File: src/rtl/serial_rx_hex.sv
// UART 8N1 receiver that parses "HH\n" ASCII hex lines into bytes.
// Malformed text or a bad stop bit gives a one-cycle error strobe; parsing resyncs on LF.
//
// Receiver states
//   state       | meaning
//   RX_IDLE     | line idle, waiting for a falling edge on rx_s
//   RX_START    | timing to mid start bit, rejecting glitches
//   RX_DATA     | sampling 8 data bits LSB-first
//   RX_STOP     | sampling the stop bit
//   RX_WAITHIGH | framing error seen, waiting for the line to return high
// Parser states
//   state       | meaning
//   P_HI        | expect high nibble (LF here is an empty line)
//   P_LO        | expect low nibble
//   P_LF        | expect LF to commit the byte
//   P_SKIP      | discard chars until LF
module serial_rx_hex #(
  parameter int COUNTER_BITS = 8,
  parameter int DELAY        = 234
) (
  input  logic       clk_i,
  input  logic       rst_ni,
  input  logic       serial_in_i,
  output logic [7:0] data_o,
  output logic       data_valid_o,
  output logic       error_o,
  output logic       busy_o
);

  typedef enum logic [2:0] {
    RX_IDLE,
    RX_START,
    RX_DATA,
    RX_STOP,
    RX_WAITHIGH
  } rx_state_e;

  typedef enum logic [1:0] {
    P_HI,
    P_LO,
    P_LF,
    P_SKIP
  } p_state_e;

  localparam logic [COUNTER_BITS-1:0] CNT_FULL = COUNTER_BITS'(DELAY - 1);
  localparam logic [COUNTER_BITS-1:0] CNT_HALF = COUNTER_BITS'(DELAY / 2 - 1);
  localparam logic [COUNTER_BITS-1:0] CNT_ONE  = COUNTER_BITS'(1);
  localparam logic [7:0] CH_LF = 8'h0A;
  localparam logic [7:0] CH_CR = 8'h0D;

  logic                    sync1_q, rx_s_q;
  rx_state_e               rx_state_q, rx_state_d;
  logic [COUNTER_BITS-1:0] cnt_q, cnt_d;
  logic [2:0]              bit_idx_q, bit_idx_d;
  logic [7:0]              shift_q, shift_d;
  logic                    char_strobe_q, char_strobe_d;
  logic [7:0]              char_q, char_d;
  logic                    frame_err;

  p_state_e                p_state_q, p_state_d;
  logic [3:0]              hi_q, hi_d;
  logic [3:0]              lo_q, lo_d;
  logic [7:0]              data_q, data_d;
  logic                    valid_q, valid_d;
  logic                    error_q, error_d;
  logic                    parse_err;

  function automatic logic is_hex(input logic [7:0] c);
    return ((c >= 8'h30) && (c <= 8'h39)) ||
           ((c >= 8'h41) && (c <= 8'h46)) ||
           ((c >= 8'h61) && (c <= 8'h66));
  endfunction

  // Only meaningful when is_hex(c); letters map via their low nibble + 9.
  function automatic logic [3:0] hex_val(input logic [7:0] c);
    if (c <= 8'h39) return c[3:0];
    return c[3:0] + 4'd9;
  endfunction

  always_ff @(posedge clk_i or negedge rst_ni) begin
    if (!rst_ni) begin
      sync1_q <= 1'b1;
      rx_s_q  <= 1'b1;
    end else begin
      sync1_q <= serial_in_i;
      rx_s_q  <= sync1_q;
    end
  end

  always_ff @(posedge clk_i or negedge rst_ni) begin
    if (!rst_ni) begin
      rx_state_q    <= RX_IDLE;
      cnt_q         <= '0;
      bit_idx_q     <= '0;
      shift_q       <= '0;
      char_strobe_q <= 1'b0;
      char_q        <= '0;
    end else begin
      rx_state_q    <= rx_state_d;
      cnt_q         <= cnt_d;
      bit_idx_q     <= bit_idx_d;
      shift_q       <= shift_d;
      char_strobe_q <= char_strobe_d;
      char_q        <= char_d;
    end
  end

  always_comb begin
    rx_state_d    = rx_state_q;
    cnt_d         = cnt_q + CNT_ONE;
    bit_idx_d     = bit_idx_q;
    shift_d       = shift_q;
    char_strobe_d = 1'b0;
    char_d        = char_q;
    frame_err     = 1'b0;
    unique case (rx_state_q)
      RX_IDLE: begin
        if (!rx_s_q) begin
          cnt_d      = '0;
          rx_state_d = RX_START;
        end
      end
      RX_START: begin
        if (cnt_q == CNT_HALF) begin
          if (!rx_s_q) begin
            cnt_d      = '0;
            bit_idx_d  = '0;
            rx_state_d = RX_DATA;
          end else begin
            rx_state_d = RX_IDLE;
          end
        end
      end
      RX_DATA: begin
        if (cnt_q == CNT_FULL) begin
          shift_d   = {rx_s_q, shift_q[7:1]};
          cnt_d     = '0;
          bit_idx_d = bit_idx_q + 3'd1;
          if (bit_idx_q == 3'd7) rx_state_d = RX_STOP;
        end
      end
      RX_STOP: begin
        if (cnt_q == CNT_FULL) begin
          if (rx_s_q) begin
            char_strobe_d = 1'b1;
            char_d        = shift_q;
            rx_state_d    = RX_IDLE;
          end else begin
            frame_err  = 1'b1;
            rx_state_d = RX_WAITHIGH;
          end
        end
      end
      RX_WAITHIGH: begin
        if (rx_s_q) rx_state_d = RX_IDLE;
      end
      default: rx_state_d = RX_IDLE;
    endcase
  end

  always_ff @(posedge clk_i or negedge rst_ni) begin
    if (!rst_ni) begin
      p_state_q <= P_HI;
      hi_q      <= '0;
      lo_q      <= '0;
      data_q    <= '0;
      valid_q   <= 1'b0;
      error_q   <= 1'b0;
    end else begin
      p_state_q <= p_state_d;
      hi_q      <= hi_d;
      lo_q      <= lo_d;
      data_q    <= data_d;
      valid_q   <= valid_d;
      error_q   <= error_d;
    end
  end

  always_comb begin
    p_state_d = p_state_q;
    hi_d      = hi_q;
    lo_d      = lo_q;
    data_d    = data_q;
    valid_d   = 1'b0;
    parse_err = 1'b0;
    if (char_strobe_q && (char_q != CH_CR)) begin
      unique case (p_state_q)
        P_HI: begin
          if (is_hex(char_q)) begin
            hi_d      = hex_val(char_q);
            p_state_d = P_LO;
          end else if (char_q != CH_LF) begin
            parse_err = 1'b1;
            p_state_d = P_SKIP;
          end
        end
        P_LO: begin
          if (is_hex(char_q)) begin
            lo_d      = hex_val(char_q);
            p_state_d = P_LF;
          end else begin
            parse_err = 1'b1;
            p_state_d = (char_q == CH_LF) ? P_HI : P_SKIP;
          end
        end
        P_LF: begin
          if (char_q == CH_LF) begin
            data_d    = {hi_q, lo_q};
            valid_d   = 1'b1;
            p_state_d = P_HI;
          end else begin
            parse_err = 1'b1;
            p_state_d = P_SKIP;
          end
        end
        P_SKIP: begin
          if (char_q == CH_LF) p_state_d = P_HI;
        end
        default: p_state_d = P_HI;
      endcase
    end
    // A framing error and a charStrobe can never coincide, so one error per char holds.
    error_d = frame_err | parse_err;
  end

  assign data_o       = data_q;
  assign data_valid_o = valid_q;
  assign error_o      = error_q;
  assign busy_o       = (rx_state_q != RX_IDLE);

endmodule

File: config.mk
export PLATFORM = sky130hd
export DESIGN_NAME = serial_rx_hex
export DESIGN_NICKNAME = d
export VERILOG_FILES = /design/src/rtl/serial_rx_hex.sv
export SDC_FILE = /design/constraint.sdc
export NUM_CORES = 1
export LEC_CHECK = 0
export ABC_AREA = 0
export BUFFER_PORTS_ARGS = -buffer_cell sky130_fd_sc_hd__buf_2
export CORE_MARGIN = 10
export CORE_UTILIZATION = 35
export CTS_BUF_LIST = sky130_fd_sc_hd__clkbuf_4 sky130_fd_sc_hd__clkbuf_8
export DETAILED_ROUTE_END_ITERATION = 16
export GPL_ROUTABILITY_DRIVEN = 1
export PLACE_DENSITY = 0.5
export SETUP_SLACK_MARGIN = 0.3
export SYNTH_ARGS = -nofsm -noshare
export SYNTH_HDL_FRONTEND = slang
export SYNTH_SLANG_ARGS = --single-unit
File: constraint.sdc
create_clock -name clk_i -period 6.1 [get_ports clk_i]
set_input_delay 1.22 -clock clk_i [delete_from_list [all_inputs] [get_ports clk_i]]
set_output_delay 1.22 -clock clk_i [all_outputs]
set_load 0.01 [all_outputs]
# After elaboration in Yosys (flattened, before gate mapping)
# Index checks and enable logic that the tools add are counted.
dict set report word_totals {
  ff_bits 53
  inputBits 3
  output_inout_bits 11
  elab_cells 111
}
dict set report classes {
  n_addsub 3
  order_cmp 6
  n_eq_ne 22
  muxes 47
  bitwise 1
  n_reduce_logical 18
}
# cell n
set op_table {}
lappend op_table {{two-way mux 3 bit} 10}
lappend op_table {{two-way mux 8 bit} 3}
lappend op_table {{one-hot mux 8 bit (3 select lines)} 1}
lappend op_table {{two-way mux 1 bit} 20}
lappend op_table {{>= comparator 8 x 7 -> 1 bit (second input constant)} 2}
lappend op_table {{less-or-equal comparator 8 x 7 -> 1 bit (second input constant)} 2}
lappend op_table {{inequality test 2 bit (second input constant)} 8}
lappend op_table {{inequality test 8 x 4 -> 1 bit (second input constant)} 2}
lappend op_table {{one-hot mux 3 bit (5 select lines)} 1}
lappend op_table {{AND reduction 3 bit} 5}
lappend op_table {{two-way mux 2 bit} 6}
lappend op_table {{two-way mux 4 bit} 3}
lappend op_table {{adder 8 x 1 -> 8 bit (second input constant)} 1}
lappend op_table {{== test 8 x 4 -> 1 bit (second input constant)} 1}
lappend op_table {{== test 8 x 7 -> 1 bit (second input constant)} 1}
lappend op_table {{== test 8 bit (second input constant)} 1}
lappend op_table {{>= comparator 8 x 6 -> 1 bit (second input constant)} 1}
lappend op_table {{less-or-equal comparator 8 x 6 -> 1 bit (second input constant)} 1}
lappend op_table {{one-hot mux 2 bit (4 select lines)} 1}
lappend op_table {{== test 3 x 2 -> 1 bit (second input constant)} 2}
lappend op_table {{== test 3 bit (second input constant)} 2}
lappend op_table {{one-hot mux 3 bit (2 select lines)} 1}
lappend op_table {{AND reduction 6 bit} 1}
lappend op_table {{adder 4 bit (second input constant)} 1}
lappend op_table {{other kinds (15)} 20}

# Depth between registers and ports, before layout
# Gate-level depths: netlist of run 1.
dict set report logic_depth {
  word_depth 8
  mapped_depth 7
  ltp_nobuf 6
}

# Least setup slack after synthesis of run 1
# OpenSTA, ideal clock, no wires.
dict set report synth_path {
  kind {reg-to-output}
  start {register rx_state_q[2]}
  end {output busy_o}
  t_arrival_ps 978
  required_ps 4880
  path_slack_ps 3902
  path_stages_with_launch 3
  path_buffers 1
  path_cell_list {dfrtp_1 > clkbuf_1 > or3_1}
}
dict set report synth_via {
  elab_chain_cells 1
}
# item line
set synth_rtl {}
lappend synth_rtl {{start, declared} 52} ;# rx_state_e rx_state_q, rx_state_d;
lappend synth_rtl {{start signal, assigned} 99} ;# rx_state_q <= rx_state_d;
lappend synth_rtl {{nonzero test 3 bit} 229} ;# assign busy_o = (rx_state_q != RX_IDLE);
lappend synth_rtl {{end, declared} 27} ;# output logic busy_o
# Every way passes these cells.

# Final worst setup path of run 1
# Same ends and word-level chain as after synthesis.

==> flow_metrics.tcl, run 1 <==
set metrics [dict create \
    grt_max_degree 54 \
    final_common_cell "dfrtp_1" \
    fin_nets 229 \
    yosys.area_share.simple 0.125 \
    rsz0062_at_grt "no" \
    dpl.hpwl_um 3300 \
    most-common-layout-cells "dfrtp_1 (51), mux2_2 (26), buf_2 (13)" \
    internal_power_uw 440 \
    drive_above_1_share 0.317 \
    ant_nets 0 \
    antenna_cells 0 \
    io_buffers 13 \
    p_per_area_nw_per_um2 198 \
    cts_hold_buf 0 \
    regToRegStartpoint "cnt_q[1]" \
    die_width_um 106 \
    fillCellCount 730 \
    crit_fanout 13 \
    synth_compound_area_frac 0.100 \
    finClkSkew_ns 0.00782 \
    routed-wl-met3_um 215 \
    critPathCaptureType "primary output" \
    p_leak_uw 0.00134 \
    synthAdderAreaFrac 0.0435 \
    cts_max_level 2 \
    fp-row-count 31 \
    dieArea_um2 11200 \
    drv_slew 0 \
    drt-met1-wl_um 2030 \
    wl_per_cell_um 14.6 \
    final.period_utilization 0.424 \
    final.setup.tns_ns 0 \
    synth_ff_type "dfrtp_1" \
    syn-cell-area_um2 2590 \
    cp-start-kind "flop" \
    postCtsSetupBuffers 0 \
    grt_overflow 0 \
    drtIter0Drc 37 \
    worstPathArrival_ns 1.37 \
    synth_area_leaders "dfrtp_1 (49%), mux2_2 (11%), mux2_4 (4.6%), ha_1 (4.3%), dfstp_2 (2.0%)" \
    die-height_um 106 \
    synth_top_family_by_area "multiplexers" \
    synth_xor_area_frac 0.0237 \
    synth_top_area_cell "dfrtp_1" \
    dr.pass1.iters 4 \
    seq_area_frac_synth 0.513 \
    area_growth_syn_to_layout_pct 9.96 \
    cts_tree "yes" \
    power_frac_clock 0.357 \
    initial_core_util 0.359 \
    synth_async_sr_flop_share 1.00 \
    status "finished, final reports clean" \
    ys_types 51 \
    pwr-share-seq 0.627 \
    required_ns 4.88 \
    combPwrFrac 0.017 \
    min_from "sync1_q" \
    startpoint "rx_state_q[2]" \
    synth.area.mux_share 0.167 \
    synth_edf_count 0 \
    fmax_mhz 387 \
    gp_congestion 0.805 \
    yosys_warnings 0 \
    maxCapViolCount 0 \
    clk_pin_slew_ns 0.09 \
    grt_pass1_wl_um 8160 \
    cts_buffer_depth 2 \
    max_slew_margin 0.550 \
    io_pins 14 \
    grt_pass1_vias 1690 \
    setup_violations 0 \
    p_switching_uw 124 \
    root_buffer "clkbuf_8" \
    criticalPathCategory "reg -> out" \
    worst_slew_pin_slew_ns 0.676 \
    highest_layer "met4" \
    cts_resized 0 \
    hold_path.class "reg -> reg" \
    vias 1609 \
    cts_inserted_buffers 5 \
    synth_cells 201 \
    avgSynthCellArea_um2 12.9 \
    antenna_found_initial 0 \
    sw_frac_of_total 0.220 \
    synth.top_cell.area_share 0.493 \
    whs_ns 0.361 \
    synth_nets 213 \
    clock_latency_ns 0.31 \
    ir_worst_vdd_uv 113 \
    finalHoldViolCount 0 \
    core_um2 7210 \
    groute.usage.overall 0.0877 \
    wl_um 4640 \
    via_per_inst 5.08 \
    drc_errors 0 \
    period_minus_slack_ns 2.59 \
    routed-wl-met2_um 2330 \
    cts_sinks 53 \
    yosys_register_bits 53 \
]
## stage by stage
stage / setup slack, ns / std cells / cell area, um2 / util / power [uW]
2_1_floorplan: 3.90 / 201 / 2590 / - / 361
3_3_place_gp: 3.84 / 309 / 2760 / 0.382 / 370
3_5_place_dp: 3.80 / 309 / 2760 / 0.382 / 370
4_1_cts: 3.50 / 317 / 2850 / 0.395 / 579
5_1_grt: 3.45 / 317 / 2850 / 0.395 / 592
6_report: 3.51 / 317 / 2850 / 0.395 / 564
## routing by layer
layer | up-vias | GRT usage
li1 | 775 | -
met1 | 806 | 0.100
met2 | 22 | 0.151
met3 | 6 | 0.0278
met4 | 0 | 0.0309
met5 | - | 0
## power by group through the flow
stage | sequential (uW) | combinational [uW] | clock (uW)
6_report | 353 | 9.39 | 201
5_1_grt | 354 | 11.2 | 227
2_1_floorplan | 360 | 1.51 | 0
3_5_place_dp | 360 | 10.2 | 0
4_1_cts | 353 | 10.3 | 215
3_3_place_gp | 360 | 10.1 | 0
## cell families after synthesis
kind of cell,Yosys count
AO/OA/AOI/OAI,32
XOR/XNOR,7
adder cells (fa/ha/maj),9
buffers and inverters,16
flip-flops,53
multiplexers,36
AND/OR/NAND/NOR,48
## worst paths after layout
path	end	slack (ns)	depth (start not counted)
setup / recovery	busy_o	3.51	2
hold / removal	rx_s_q	0.36	0
setup reg to reg	shift_q[6]	3.81	6
hold reg to reg	rx_s_q	0.36	0
max in group asynchronous	bit_idx_q[0]	4.62	2
min in group asynchronous	p_state_q[0]	1.03	2
## final cells by class
| class | count | area (um2) | area share |
|---|---|---|---|
| tap | 99 | 124 | 0.0435 |
| clock buffer | 6 | 76.3 | 0.0268 |
| inverter | 11 | 41.3 | 0.0145 |
| timing repair buffer | 14 | 72.6 | 0.0255 |
| clock inverter | 2 | 15.0 | 0.00527 |
| sequential | 53 | 1330 | 0.467 |
| multi-input combinational | 132 | 1190 | 0.418 |
## worst max-delay path: stages, from the launching register on
cell     delay, ns
dfrtp_1       0.51
or3_1         0.41
buf_2         0.15
## state kept, by name, indices dropped and copies added, names as in the netlist
signal,count
hi_q,4
lo_q,4
char_q,8
data_o,8
char_strobe_q,1
p_state_q,2
bit_idx_q,3
data_valid_o,1
rx_s_q,1
rx_state_q,3
error_o,1
cnt_q,8
shift_q,8
sync1_q,1
## cell usage after synthesis (all sizes together) (2+ instances only)
| cell | n |
|---|---|
| a211o | 2 |
| a211oi | 2 |
| a21oi | 4 |
| a22o | 2 |
| a311oi | 2 |
| a41oi | 2 |
| and3 | 3 |
| buf | 2 |
| clkbuf | 3 |
| dfrtp | 51 |
| dfstp | 2 |
| ha | 9 |
| inv | 11 |
| mux2 | 34 |
| mux2i | 2 |
| nand2 | 6 |
| nand3 | 5 |
| nand4 | 3 |
| nor2 | 9 |
| nor2b | 4 |
| nor3 | 2 |
| nor4 | 2 |
| o211ai | 5 |
| o21ai | 2 |
| o221ai | 3 |
| o31ai | 2 |
| or3 | 4 |
| or3b | 2 |
| or4b | 2 |
| xnor2 | 4 |
| xor2 | 3 |
No activity file was read; power rests on OpenSTA's default activity.
==> inputs of run 2 (changes only) <==
Settings changed: PLACE_DENSITY 0.5 to 0.51.
Clock period 6.1 ns to 2.1 ns, I/O delays scaled along.
==> flow_metrics.tcl, run 2 (synthesis results as in run 1) <==
set metrics [dict create \
    r2r_cells 6 \
    cp_top_family "simple AND/OR/NAND/NOR gates" \
    cts_sinks 53 \
    root_buffer "clkbuf_8" \
    antenna_found_initial 0 \
    sw_frac_of_total 0.199 \
    drtIter0Drc 39 \
    final_cell_area_um2 3360 \
    ir_worst_vdd_uv 394 \
    via_per_inst 4.98 \
    dieArea_um2 11200 \
    finalHoldViolCount 0 \
    dr.pass1.iters 4 \
    final.period_utilization 0.952 \
    hold_path.class "in -> async" \
    drive_above_1_share 0.472 \
    gp_congestion 0.763 \
    worstPathArrival_ns 2.19 \
    initial_core_util 0.359 \
    grt_use_met3 0.0242 \
    fmax_mhz 500 \
    setup_violations 0 \
    cts_tree "yes" \
    grtUsageMet1 0.118 \
    cts_max_level 2 \
    fin_nets 261 \
    internal_power_uw 1510 \
    cts_buffer_depth 2 \
    cp-start-kind "flop" \
    rsz0062_at_grt "yes" \
    combPwrFrac 0.017 \
    final_common_cell "dfrtp_1" \
    ant_nets 0 \
    finalPower_uw 1890 \
    drv_slew 0 \
    io_buffers 13 \
    p_switching_uw 375 \
    clk_pin_slew_ns 0.10 \
    power_frac_clock 0.439 \
    cts_inserted_buffers 5 \
    crit_fanout 5 \
    criticalPathCategory "reg -> reg" \
    maxCapViolCount 0 \
    vias 1738 \
    max_stage_delay_ns 0.61 \
    gr-usage-met2 0.160 \
    critPathSlowestCell "or4b_4" \
    io_pins 14 \
    cts_hold_buf 0 \
    finClkSkew_ns 0.00812 \
    wl_um 5230 \
    die-height_um 106 \
    path_buf_inv 1 \
    crit_chain "inv_2, ha_1, nand4_1, or4b_4, nor2_4, mux2_4" \
    p_per_area_nw_per_um2 561 \
    dpl.hpwl_um 3470 \
    grt_max_degree 26 \
    wl_per_cell_um 15.0 \
    fin_util 0.466 \
    period_minus_slack_ns 2.00 \
    p_leak_uw 0.00159 \
    grt-busiest-layer "met2" \
    clock_latency_ns 0.31 \
    fp-row-count 31 \
    grt_overflow 0 \
    status "finished, final reports clean" \
    drc_errors 0 \
    die_width_um 106 \
    required_ns 2.30 \
    critPathCaptureType "flop" \
    groute.usage.overall 0.0966 \
    core_um2 7210 \
    area_growth_syn_to_layout_pct 30.0 \
    max_slew_margin 0.691 \
    cp.depth 6 \
    final.setup.tns_ns 0 \
    whs_ns 0.0433 \
    most-common-layout-cells "dfrtp_1 (49), buf_4 (26), mux2_4 (19)" \
    dpl_cell_area_um2 2900 \
    antenna_cells 0 \
    grt_pass1_wl_um 9040 \
    grt_pass1_vias 1807 \
    pwr-share-seq 0.544 \
    worst_slew_pin_slew_ns 0.463 \
]
[run 2: changes by cell type in the layout (fill, tap and decap cells not counted), moves of 3 or more]
cell | previous run | this run
inv_2 | 0 | 3
mux2_2 | 26 | 15
inv_1 | 11 | 8
mux2_4 | 8 | 19
buf_4 | 1 | 26
buf_6 | 0 | 6
[run 2: path summary, 6_finish.rpt]
| path | start | end | slack (ns) |
|---|---|---|---|
| setup / recovery | cnt_q[1] | shift_q[1] | 0.10 |
| hold reg to reg | sync1_q | rx_s_q | 0.36 |
| setup reg to reg | cnt_q[1] | shift_q[1] | 0.10 |
| max in group asynchronous | rst_ni | sync1_q | 1.46 |
| min in group clk_i | serial_in_i | sync1_q | 0.20 |
| hold / removal | rst_ni | data_o[6] | 0.04 |
[run 2: routing by layer]
| metal | part of all wire | wire length [um] | vias up |
|---|---|---|---|
| li1 | - | - | 843 |
| met1 | 0.47 | 2470 | 873 |
| met2 | 0.49 | 2560 | 16 |
| met3 | 0.025 | 133 | 6 |
| met4 | 0.013 | 66 | 0 |
| met5 | 0 | 0 | - |
[run 2: repair_timing]
action | in CTS | in global routing
pin swaps | 10 | 11
gates cloned | 1 | 0
buffers inserted | 13 | 4
setup endpoints to repair | 40 | 50
resized for setup | 29 | 12
[run 2: metrics by stage]
stage | setup slack, ns | std cells
final | 0.102 | 349
after global routing | 0.0114 | 349
after CTS | 0.135 | 345
after detailed placement | 0.0732 | 323
after global placement | 0.0895 | 323
after floorplan | 0.118 | 201
[run 2: final cells by class]
type                            count  area, um2
Sequential cell                    53       1330
Clock inverter                      3       68.8
Multi-Input combinational cell    133       1390
Clock buffer                        5       68.8
Inverter                           11       41.3
Tap cell                           99        124
Fill cell                         672       3850
Timing Repair Buffer               45        343
[run 2: power groups by stage]
| stage | Sequential (uW) | Clock (uW) | Combinational (uW) |
|---|---|---|---|
| global route | 1030 | 881 | 36.8 |
| CTS | 1030 | 856 | 34.2 |
| finish | 1030 | 829 | 32.1 |
| detailed placement | 1050 | 0 | 34.0 |
| global placement | 1050 | 0 | 33.6 |
| floorplan | 1050 | 0 | 4.39 |
==> inputs of run 3 (changes only) <==
Settings changed: CAP_MARGIN set to 10, PLACE_DENSITY 0.51 to not set, PLACE_DENSITY_LB_ADDON set to 0.08.
==> flow_metrics.tcl, run 3 (synthesis results as in run 1) <==
set metrics [dict create \
    status "finished, final reports clean" \
    die_width_um 106 \
    initial_core_util 0.359 \
    ant_nets 0 \
    vias 1729 \
    required_ns 2.29 \
    worstPathArrival_ns 2.14 \
    fp-row-count 31 \
    io_pins 14 \
    dr.pass1.iters 3 \
    finalHoldViolCount 0 \
    hold_depth 1 \
    io_buffers 13 \
    cp-start-kind "flop" \
    p_switching_uw 341 \
    pwr-share-seq 0.628 \
    root_buffer "clkbuf_8" \
    drc_errors 0 \
    maxCapViolCount 0 \
    area_growth_syn_to_layout_pct 25.1 \
    fin_util 0.449 \
    cts_buffer_depth 2 \
    fmax_mhz 511 \
    p_per_area_nw_per_um2 505 \
    critPathCaptureType "flop" \
    wl_um 5370 \
    grt_pass1_wl_um 9390 \
    criticalPathCategory "reg -> reg" \
    finClkSkew_ns 0.00629 \
    clock_latency_ns 0.30 \
    grt_pass1_vias 1879 \
    most-common-layout-cells "dfrtp_1 (47), buf_4 (23), mux2_2 (19)" \
    whs_ns 0.205 \
    period_minus_slack_ns 1.96 \
    clk_pin_slew_ns 0.09 \
    groute.usage.overall 0.0995 \
    hold_path.class "in -> reg" \
    rsz0062_at_grt "yes" \
    drtIter0Drc 52 \
    sw_frac_of_total 0.208 \
    r2r_cells 6 \
    worst_slew_pin_slew_ns 0.365 \
    crit_fanout 5 \
    die-height_um 106 \
    setup_violations 0 \
    grt_overflow 0 \
    cts_sinks 53 \
    fin_nets 256 \
    cts_tree "yes" \
    drv_slew 0 \
    wl_per_cell_um 15.7 \
    via_per_inst 5.04 \
    dpl.hpwl_um 3800 \
    drive_above_1_share 0.451 \
    final.setup.tns_ns 0 \
    final_common_cell "dfrtp_1" \
    antenna_found_initial 0 \
    antenna_cells 0 \
    internal_power_uw 1290 \
    final.period_utilization 0.931 \
    grt_max_degree 42 \
    core_um2 7210 \
    cts_inserted_buffers 5 \
    max_slew_margin 0.754 \
    combPwrFrac 0.019 \
    power_frac_clock 0.352 \
    cts_max_level 2 \
    dieArea_um2 11200 \
    ir_worst_vdd_uv 247 \
    fillCellCount 694 \
    gp_congestion 0.825 \
    p_leak_uw 0.00150 \
]
-- run 3: cell count changes in the layout (fill, tap and decap cells not counted), sizes merged --
cell,delta
bufinv,-2
clkinvlp,+1
clkbuf,+1
dlygate4sd3,+1
inv,-1
buf,-6
-- run 3: final cells by class --
| class | instances | area (um2) | area share |
|---|---|---|---|
| clock inverter | 1 | 7.51 | 0.00232 |
| timing repair buffer | 40 | 290 | 0.0896 |
| clock buffer | 6 | 82.6 | 0.0255 |
| multi-input combinational | 133 | 1360 | 0.420 |
| inverter | 11 | 41.3 | 0.0128 |
| sequential | 53 | 1330 | 0.412 |
| tap | 99 | 124 | 0.0383 |
-- run 3: metal layers --
| layer | global-route usage | wire length [um] | part of all wire |
|---|---|---|---|
| met5 | 0 | 0 | 0 |
| met3 | 0.0205 | 110 | 0.020 |
| met2 | 0.178 | 2860 | 0.53 |
| met4 | 0.0319 | 52 | 0.0097 |
| met1 | 0.116 | 2350 | 0.44 |
-- run 3: what timing repair did --
item | 4_1_cts | 5_1_grt
pin swaps | 10 | 4
endpoints found under the hold margin | 12 | 0
hold buffers | 1 | 0
endpoints found under the setup margin | 48 | 49
gates cloned | 1 | 0
gates resized for setup | 25 | 6
setup buffers | 9 | 5
-- run 3: worst max-delay path, cell delays in order (launching register included) --
cell and delay, ns:
dfrtp_1 0.40, inv_2 0.09, ha_4 0.12, nand4_1 0.11, or4b_4 0.56, nor2_4 0.25, mux2_4 0.32
-- run 3: power groups by stage --
stage	Clock (uW)	Sequential, uW	Combinational, uW
final	576	1030	31.6
after floorplan	0	1050	4.39
after global placement	0	1050	30.9
after global routing	653	1030	37.7
after CTS	605	1030	33.5
after detailed placement	0	1050	32.0
-- run 3: worst paths after layout --
path,from,to,slack (ns)
max in group asynchronous,rst_ni,rx_s_q,0.99
setup / recovery,cnt_q[1],shift_q[2],0.14
hold reg to reg,sync1_q,rx_s_q,0.36
setup reg to reg,cnt_q[1],shift_q[2],0.14
hold / removal,serial_in_i,sync1_q,0.21
min in group asynchronous,rst_ni,data_o[2],0.54
-- run 3: metrics by stage --
stage	setup WS, ns	total power (uW)	instances	instance area, um2
3_3_place_gp	0.111	1080	320	2880
4_1_cts	0.151	1670	338	3170
5_1_grt	0.0476	1720	343	3240
6_report	0.145	1630	343	3240
3_5_place_dp	0.0775	1080	320	2880
2_1_floorplan	0.118	1050	201	2620
